$ cat src/rtl/elevator_pkg.sv
// elevator_pkg: state encoding and motor/speed codes shared by the elevator controllers
package elevator_pkg;
  typedef enum logic [2:0] {INIT, IDLE, MOVE_UP, MOVE_DN, CHIME, OPEN, DWELL, CLOSE} state_t;
  localparam logic [1:0] MD_HOIST_DN = 2'b00, MD_HOIST_UP = 2'b01, MD_DOOR_CLOSE = 2'b10, MD_DOOR_OPEN = 2'b11;
  localparam logic [1:0] PW_STOP = 2'b00, PW_SLOW = 2'b01, PW_MED = 2'b10, PW_FAST = 2'b11;
endpackage

$ cat src/rtl/elevator_req_reg.sv
// elevator_req_reg: pending call register with at/above/below and next-floor lookahead flags
module elevator_req_reg
  import elevator_pkg::*;
#(
  parameter int FLOORS = 4,
  localparam int FLOOR_W = $clog2(FLOORS)
) (
  input  logic               Clk,
  input  logic               Reset_n,
  input  logic [FLOORS-1:0]  calls,
  input  logic [FLOORS-1:0]  clr,
  input  logic [FLOOR_W-1:0] floor,
  output logic               at,
  output logic               above,
  output logic               below,
  output logic               nxt_up,
  output logic               nxt_dn
);
  logic [FLOORS-1:0] pending;
  always_ff @(posedge Clk or negedge Reset_n)
    if (!Reset_n) pending <= '0;
    else pending <= (pending | calls) & ~clr;
  always_comb begin
    at = 1'b0;
    above = 1'b0;
    below = 1'b0;
    nxt_up = 1'b0;
    nxt_dn = 1'b0;
    for (int k = 0; k < FLOORS; k++) begin
      at = at | (pending[k] && k == int'(floor));
      above = above | (pending[k] && k > int'(floor));
      below = below | (pending[k] && k < int'(floor));
      nxt_up = nxt_up | (pending[k] && k == int'(floor) + 1);
      nxt_dn = nxt_dn | (pending[k] && k + 1 == int'(floor));
    end
  end
endmodule

$ cat src/rtl/elevator_scan_ctrl.sv
// elevator_scan_ctrl: N-floor SCAN elevator controller with chime, door dwell timer and Moore motor outputs
module elevator_scan_ctrl
  import elevator_pkg::*;
#(
  parameter int FLOORS = 4,
  parameter int DOOR_CYCLES = 8,
  parameter int CHIME_CYCLES = 2,
  localparam int FLOOR_W = $clog2(FLOORS)
) (
  input  logic               Clk,
  input  logic               Reset_n,
  input  logic [FLOORS-1:0]  I,
  input  logic [FLOORS-1:0]  E,
  input  logic [FLOORS-1:0]  Sen,
  output logic               M,
  output logic               D,
  output logic               P,
  output logic               W,
  output logic               S,
  output logic [FLOOR_W-1:0] Floor,
  output logic               Busy
);
  localparam int TMAX = DOOR_CYCLES > CHIME_CYCLES ? DOOR_CYCLES : CHIME_CYCLES;
  localparam int TW = $clog2(TMAX + 1);
  state_t state, nxt;
  logic dir, dir_nxt;
  logic [FLOOR_W-1:0] floor_nxt, sen_idx;
  logic [TW-1:0] timer;
  logic [FLOORS-1:0] clr;
  logic sen_ok, up_hit, dn_hit, at_call, restart;
  logic at, above, below, nxt_up, nxt_dn;
  assign clr = (state == OPEN || state == DWELL) ? FLOORS'(1) << Floor : '0;
  elevator_req_reg #(.FLOORS(FLOORS)) u_req (
    .Clk(Clk), .Reset_n(Reset_n), .calls(I | E), .clr(clr), .floor(Floor),
    .at(at), .above(above), .below(below), .nxt_up(nxt_up), .nxt_dn(nxt_dn)
  );
  // multi-hot sensor words are treated as "between floors"
  always_comb begin
    sen_idx = '0;
    at_call = 1'b0;
    for (int k = 0; k < FLOORS; k++) begin
      if (Sen[k]) sen_idx = FLOOR_W'(k);
      at_call = at_call | ((I[k] | E[k]) && k == int'(Floor));
    end
  end
  assign sen_ok = $onehot(Sen);
  assign up_hit = sen_ok && int'(sen_idx) == int'(Floor) + 1;
  assign dn_hit = sen_ok && int'(sen_idx) + 1 == int'(Floor);
  assign restart = state == DWELL && at_call;
  always_ff @(posedge Clk or negedge Reset_n)
    if (!Reset_n) begin
      state <= INIT;
      dir <= 1'b1;
      Floor <= '0;
      timer <= '0;
    end else begin
      state <= nxt;
      dir <= dir_nxt;
      Floor <= floor_nxt;
      timer <= (nxt != state || restart) ? '0 : timer == TW'(TMAX) ? timer : timer + TW'(1);
    end
  always_comb begin
    nxt = state;
    dir_nxt = dir;
    floor_nxt = Floor;
    case (state)
      INIT: if (sen_ok) begin
        floor_nxt = sen_idx;
        nxt = IDLE;
      end
      IDLE: if (at) nxt = CHIME;
      else if (dir ? above : below) nxt = dir ? MOVE_UP : MOVE_DN;
      else if (dir ? below : above) begin
        nxt = dir ? MOVE_DN : MOVE_UP;
        dir_nxt = !dir;
      end
      MOVE_UP: if (up_hit) begin
        floor_nxt = Floor + FLOOR_W'(1);
        nxt = nxt_up ? CHIME : MOVE_UP;
      end
      MOVE_DN: if (dn_hit) begin
        floor_nxt = Floor - FLOOR_W'(1);
        nxt = nxt_dn ? CHIME : MOVE_DN;
      end
      CHIME: if (timer == TW'(CHIME_CYCLES - 1)) nxt = OPEN;
      OPEN: nxt = DWELL;
      DWELL: if (timer == TW'(DOOR_CYCLES - 1) && !restart) nxt = CLOSE;
      CLOSE: nxt = IDLE;
      default: nxt = INIT;
    endcase
  end
  // slow to medium one floor before a stop or the end of travel
  always_comb begin
    {M, D} = state == OPEN ? MD_DOOR_OPEN : state == CLOSE ? MD_DOOR_CLOSE :
             state == MOVE_UP ? MD_HOIST_UP : MD_HOIST_DN;
    {P, W} = (state == OPEN || state == CLOSE) ? PW_SLOW :
             state == MOVE_UP ? ((nxt_up || int'(Floor) == FLOORS - 2) ? PW_MED : PW_FAST) :
             state == MOVE_DN ? ((nxt_dn || int'(Floor) == 1) ? PW_MED : PW_FAST) : PW_STOP;
    S = state == CHIME;
    Busy = state != IDLE;
  end
endmodule

$ cat config.mk
export PLATFORM = sky130hd
export DESIGN_NAME = elevator_scan_ctrl
export DESIGN_NICKNAME = d
export VERILOG_FILES = /design/src/rtl/elevator_pkg.sv /design/src/rtl/elevator_req_reg.sv /design/src/rtl/elevator_scan_ctrl.sv
export SDC_FILE = /design/constraint.sdc
export NUM_CORES = 1
export LEC_CHECK = 0
export BUFFER_PORTS_ARGS = -buffer_cell sky130_fd_sc_hd__buf_2
export CAP_MARGIN = 10
export CORE_ASPECT_RATIO = 0.75
export CORE_MARGIN = 5
export CORE_UTILIZATION = 51
export CTS_CLUSTER_DIAMETER = 60
export DETAILED_ROUTE_END_ITERATION = 10
export PLACE_DENSITY_LB_ADDON = 0.08
export SLEW_MARGIN = 30
export SYNTH_ARGS = -nofsm -noshare
export SYNTH_HDL_FRONTEND = slang
export SYNTH_SLANG_ARGS = --single-unit
$ cat constraint.sdc
create_clock -name Clk -period 2.5 [get_ports Clk]
set_input_delay 0.25 -clock Clk [delete_from_list [all_inputs] [get_ports Clk]]
set_output_delay 0.25 -clock Clk [all_outputs]
set_load 0.05 [all_outputs]
==> reports/qor.csv, run 1 <==
metric,value,unit
status,finished with violations,
failed_checks,negative setup slack,
nets,237,
overflow,0,
synth_area_leaders,"dfrtp_1, ha_1, a21oi_1, nand2_1, nor3_1",
ys_seq_elements,14,
rrSetupSlack,0.09,ns
synth-edff-count,0,
wire_per_inst,15.61,µm
crit_fanout,4,
synth_warnings,0,
grt.total_usage,19.23,%
start_util,54.26,%
synth_commonest_cells,"a21oi_1, nand2_1, ha_1, dfrtp_1, inv_1",
synth_top_cell_area_share,22.69,%
drt_iter0_markers,116,
min_period,2.564,ns
viasPerCell,5.844,
cp_num_buf_inv,3,
clk_latency,0.25,ns
ys.flop_type,dfrtp_1,
slowest_stage,fa_1,
diodes,0,
cp_top_family,adder cells,
htree_num_levels,1,
worst_hold_slack,0.2647,ns
synthArstFlopShare,100.0,%
grt_setup_unrepaired,yes,
synth_seq_area_share,24.52,%
min_period_over_period,102.6,%
die_w,71.23,µm
die_h,55.92,µm
slowest_delay,0.52,ns
synth_area_per_cell,8.435,µm²
hpwlAfterDp,2893,µm
power_leakage,0.0008037,µW
cts_tree,built,
startpoint_type,primary input,
gp_congestion,0.8896,
syn_inst,170,
cts_buffers,3,
antenna_found_initial,0,
crit_chain,buf_6 > inv_2 > fa_1 > inv_1 > ha_2 > ha_4 > or3b_4 > o21bai_4 > o31ai_4 > nand4_2 > mux2_4 > nor3_2,
core_area,0.002643,mm²
drt-total-wl,3794,µm
worstSetupPathType,in2reg,
setup_violations,5,
drive_gt1_share,35.75,%
slew_violations,0,
die_area,0.003983,mm²
yosys.area.top_type,dfrtp_1,
clkTransAtPathRegs,0.06,ns
grt_pass1_wl,6299,µm
hold_path.class,in2reg,
syn_nets,199,
syn_area,0.001434,mm²
synth.distinct_cells,55,
ios,22,
route.detailed.drc,0,
drv_cap,0,
clockRootBuffer,clkbuf_8,
fin_skew,0.001054,ns
finalHoldViolations,0,
vias,1420,
grt_pass1_vias,1357,
timing.fmax,0.3900,GHz
pwr_density_cell,1224,mW/mm²
endpoint_kind,register,
syn_to_final_growth,28.01,%
worstPathArrival,2.73,ns
ant_nets,0,
dr.pass1.iters,4,
worst_pin_slew,0.5215,ns
timing.setup.tns,-0.2384,ns
cts_sinks,14,
grt_max_degree,17,
peakVddDrop,0.7249,mV
portBuffers,21,
cp_data_required_time,2.67,ns
rows,16,
slew_headroom,65.24,%
cts_buffer_depth,2,
setup_slack,-0.06390,ns
fillers,211,
## stage by stage
step	setup slack [ns]	instances	total power [µW]	utilization, %	area [µm²]
final	-0.06390	243	2246	69.46	1836
after detailed placement	-0.4370	234	1875	63.68	1683
after global placement	-0.3765	234	1842	63.68	1683
after CTS	-0.07515	241	2158	68.32	1805
after floorplan	-0.1749	170	1517	-	1473
after global routing	-0.1562	243	2409	69.46	1836
## routing by layer
| metal | track usage, % | up-vias | share of wire, % |
|---|---|---|---|
| met1 | 27.21 | 684 | 48 |
| met3 | 4.693 | 6 | 5.2 |
| met5 | 0 | - | 0 |
| met2 | 29.58 | 42 | 46 |
| met4 | 3.753 | 0 | 1.1 |
| li1 | - | 688 | - |
## final cells by class
type,count,area (µm²),area share (%)
clock buffers,4,45.04,2.454
inverters,12,52.55,2.863
repair buffers,39,259.0,14.11
flip-flops and latches,14,354.1,19.29
well taps,36,45.04,2.454
multi-input cells,138,1080,58.83
## sequential cells by signal (all words and copies together), names as in the netlist
| register | flops |
|---|---|
| Floor | 2 |
| u_req.pending | 4 |
| dir | 1 |
| state | 3 |
| timer | 4 |
## where the power goes
group          internal [µW]  switching (µW)  total, µW  leakage (µW)
clock network            113            78.9        192     0.0000228
registers                303             149        452      0.000158
logic                    641             961       1600      0.000623
total                   1060            1190       2250      0.000804
## what timing repair did
action | CTS | global route
buffers inserted | 2 | 2
setup endpoints to repair | 5 | 7
pin swaps | 10 | 4
endpoints found under the hold margin | 13 | 0
hold buffers | 1 | 0
resized for setup | 11 | 4
## tightest hold or removal path: cells and delay by family
kind            cells  cell delay, ns
buf+inv             1            0.08
simple gates        1            0.04
compound gates      1            0.10
## logic make-up (layout without fill, tap and decap cells)
family          Yosys count  in the layout  synth area share [%]
compound gates           47             47                 22.78
buf+inv                  18             55                 5.759
fa+ha+maj                15             15                 13.61
mux                       5              5                 4.276
simple gates             65             65                 25.39
xor+xnor                  6              6                 3.666
flops                    14             14                 24.52
## cells in the final DEF (no fill, tap or decap), drive strengths merged, types with 4 or more instances in the layout
cell type	n
nor2	10
nand2	16
dfrtp	13
inv	12
clkbuf	4
nor3	11
and2	4
a21oi	16
nand4	4
ha	14
buf	38
o21ai	11
## path summary, 6_finish.rpt
kind / start / to / cells past startpoint
setup / recovery: Sen[1] / timer[0] / 12
hold / removal: I[3] / u_req.pending[3] / 3
setup reg to reg: Floor[1] / timer[3] / 9
hold reg to reg: dir / dir / 2
max in group asynchronous: Reset_n / dir / 2
min in group asynchronous: Reset_n / state[1] / 2
Power figures use the tool's default switching activity.
==> run 2, diff against run 1 <==
==> constraint.sdc (replaced) <==
create_clock -name Clk -period 2.5 [get_ports Clk]
set_input_delay 0.625 -clock Clk [delete_from_list [all_inputs] [get_ports Clk]]
set_output_delay 0.625 -clock Clk [all_outputs]
set_load 0.05 [all_outputs]
==> run 2 against run 1 <==
Effect of this change: non-clock buffer count rose by 10; sequential power is 8.6% lower; count of clock-buffer cells in the layout unchanged; the flow still finishes with violations (negative setup slack); critical path depth unchanged; clock power rose by 8%; highest routed layer unchanged; cell count up 4.1%; cell area up 6.7%; largest power group unchanged; routed wire length rose by 6.6%; sequential share of layout area fell by 1.2 points; utilization grew 4.6 points; worst hold slack better by 0.0011 ns.
==> reports/qor.csv, run 2 (synthesis gave the netlist of run 1 again) <==
metric,value,unit
status,finished with violations,
failed_checks,negative setup slack,
slew_violations,0,
crit_chain,buf_8 > inv_4 > fa_1 > inv_1 > ha_2 > ha_4 > or3b_4 > o21bai_4 > o31ai_4 > nand4_2 > mux2_4 > nor3_2,
nets,247,
cts_buffer_depth,2,
placed_area,0.001715,mm²
gp_congestion,0.9022,
dp.cells,238,
drt_iter0_markers,209,
min_period_over_period,119.0,%
clkTransAtPathRegs,0.06,ns
wire_per_inst,15.98,µm
min_period,2.975,ns
timing.fmax,0.3362,GHz
rows,16,
grt_busiest_layer,met2,
start_util,54.26,%
hold_path.class,in2async,
portBuffers,21,
overflow,0,
instances_no_fill,253,
most-common-layout-cells,"buf_4, buf_2, nand2_1, a21oi_1, dfrtp_1",
top_regs,"timer x4, u_req.pending x4, state x3",
cts_sinks,14,
die_area,0.003983,mm²
power.total,2460,µW
clk_latency,0.26,ns
cts_tree,built,
core_area,0.002643,mm²
slowest_stage,fa_1,
mostFrequentLayoutCell,buf_4,
worst_pin_slew,0.5405,ns
grt_max_degree,22,
ant_nets,0,
die_h,55.92,µm
grtUsageMet2,31.28,%
fillers,189,
htree_num_levels,1,
peakVddDrop,0.7803,mV
ios,22,
crit_fanout,4,
diodes,0,
gr-usage-met1,30.42,%
gr-usage-met3,4.513,%
grt_pass1_wl,6782,µm
slew_headroom,63.97,%
pwr_density_cell,1257,mW/mm²
setup_slack,-0.4748,ns
cts_buffers,3,
grt_pass1_vias,1431,
syn_to_final_growth,36.56,%
postLayoutCellArea,0.001958,mm²
die_w,71.23,µm
power_leakage,0.0008514,µW
antenna_found_initial,0,
vias,1475,
viasPerCell,5.830,
grt_setup_unrepaired,yes,
endpoint_kind,register,
clockRootBuffer,clkbuf_8,
grt.total_usage,21.33,%
startpoint_type,primary input,
route.detailed.drc,0,
drv_cap,0,
hpwlAfterDp,2845,µm
drive_gt1_share,42.86,%
timing.setup.tns,-3.415,ns
drt-total-wl,4043,µm
worstPathArrival,3.16,ns
worstSetupPathType,in2reg,
slowest_delay,0.53,ns
finalHoldViolations,0,
setup_violations,9,
dr.pass1.iters,8,
fin_skew,0.002911,ns
cp_data_required_time,2.68,ns
-- run 2: changes by cell type in the layout (fill, tap and decap cells not counted), sizes merged --
cell | previous run | this run
dlygate4sd3 | 1 | 0
buf | 38 | 49
-- run 2: final cells by class --
type | instances | area [µm²] | share of cell area [%]
Sequential cell | 14 | 354.1 | 18.08
Multi-Input combinational cell | 138 | 1111 | 56.74
Tap cell | 36 | 45.04 | 2.300
Timing Repair Buffer | 49 | 345.3 | 17.64
Clock buffer | 4 | 45.04 | 2.300
Inverter | 12 | 57.56 | 2.939
-- run 2: timing repair --
action	CTS	global route
pin swaps	14	6
resized for setup	19	15
buffers inserted	9	3
hold buffers	0	0
cloned	0	0
setup endpoints to repair	10	10
-- run 2: worst max-delay path: cells and delay by family --
kind	cells	cell delay, ns
adders and majority gates	3	0.90
buffers and inverters	3	0.16
muxes	1	0.37
and+or+nand+nor	3	0.68
AOI/OAI and AO/OA	2	0.43
-- run 2: routing by layer --
metal  up-vias  share of wire [%]
li1        705                  -
met1       699                 47
met2        64                 45
met3         7                6.7
met4         0                1.4
met5         -                  0
-- run 2: final timing paths --
check                          from       end  slack (ns)  depth (start not counted)
max                          Sen[1]  timer[2]       -0.47                         12
min                         Reset_n  state[0]        0.27                          1
max reg2reg                Floor[0]  timer[2]           0                          9
min reg2reg                     dir       dir        0.54                          2
max in group asynchronous   Reset_n       dir        1.94                          1
min in group Clk                dir       dir        0.54                          2
-- run 2: report_power, final --
| group | total [µW] | leakage, µW | switching (µW) | internal (µW) |
|---|---|---|---|---|
| sequential | 413 | 0.000158 | 109 | 303 |
| combinational | 1840 | 0.000670 | 1060 | 785 |
| clock | 207 | 0.0000228 | 93.8 | 113 |
| total | 2460 | 0.000851 | 1260 | 1200 |
-- run 2: per-stage QoR --
| stage | utilization (%) | hold WS, ns | setup WS (ns) |
|---|---|---|---|
| final | 74.10 | 0.2658 | -0.4748 |
| after global routing | 74.10 | 0.2908 | -0.5583 |
| after global placement | 64.91 | 0.4879 | -0.7409 |
| after floorplan | - | 0.3294 | -0.5499 |
| after CTS | 72.11 | 0.2716 | -0.5012 |
| after detailed placement | 64.91 | 0.5331 | -0.8278 |
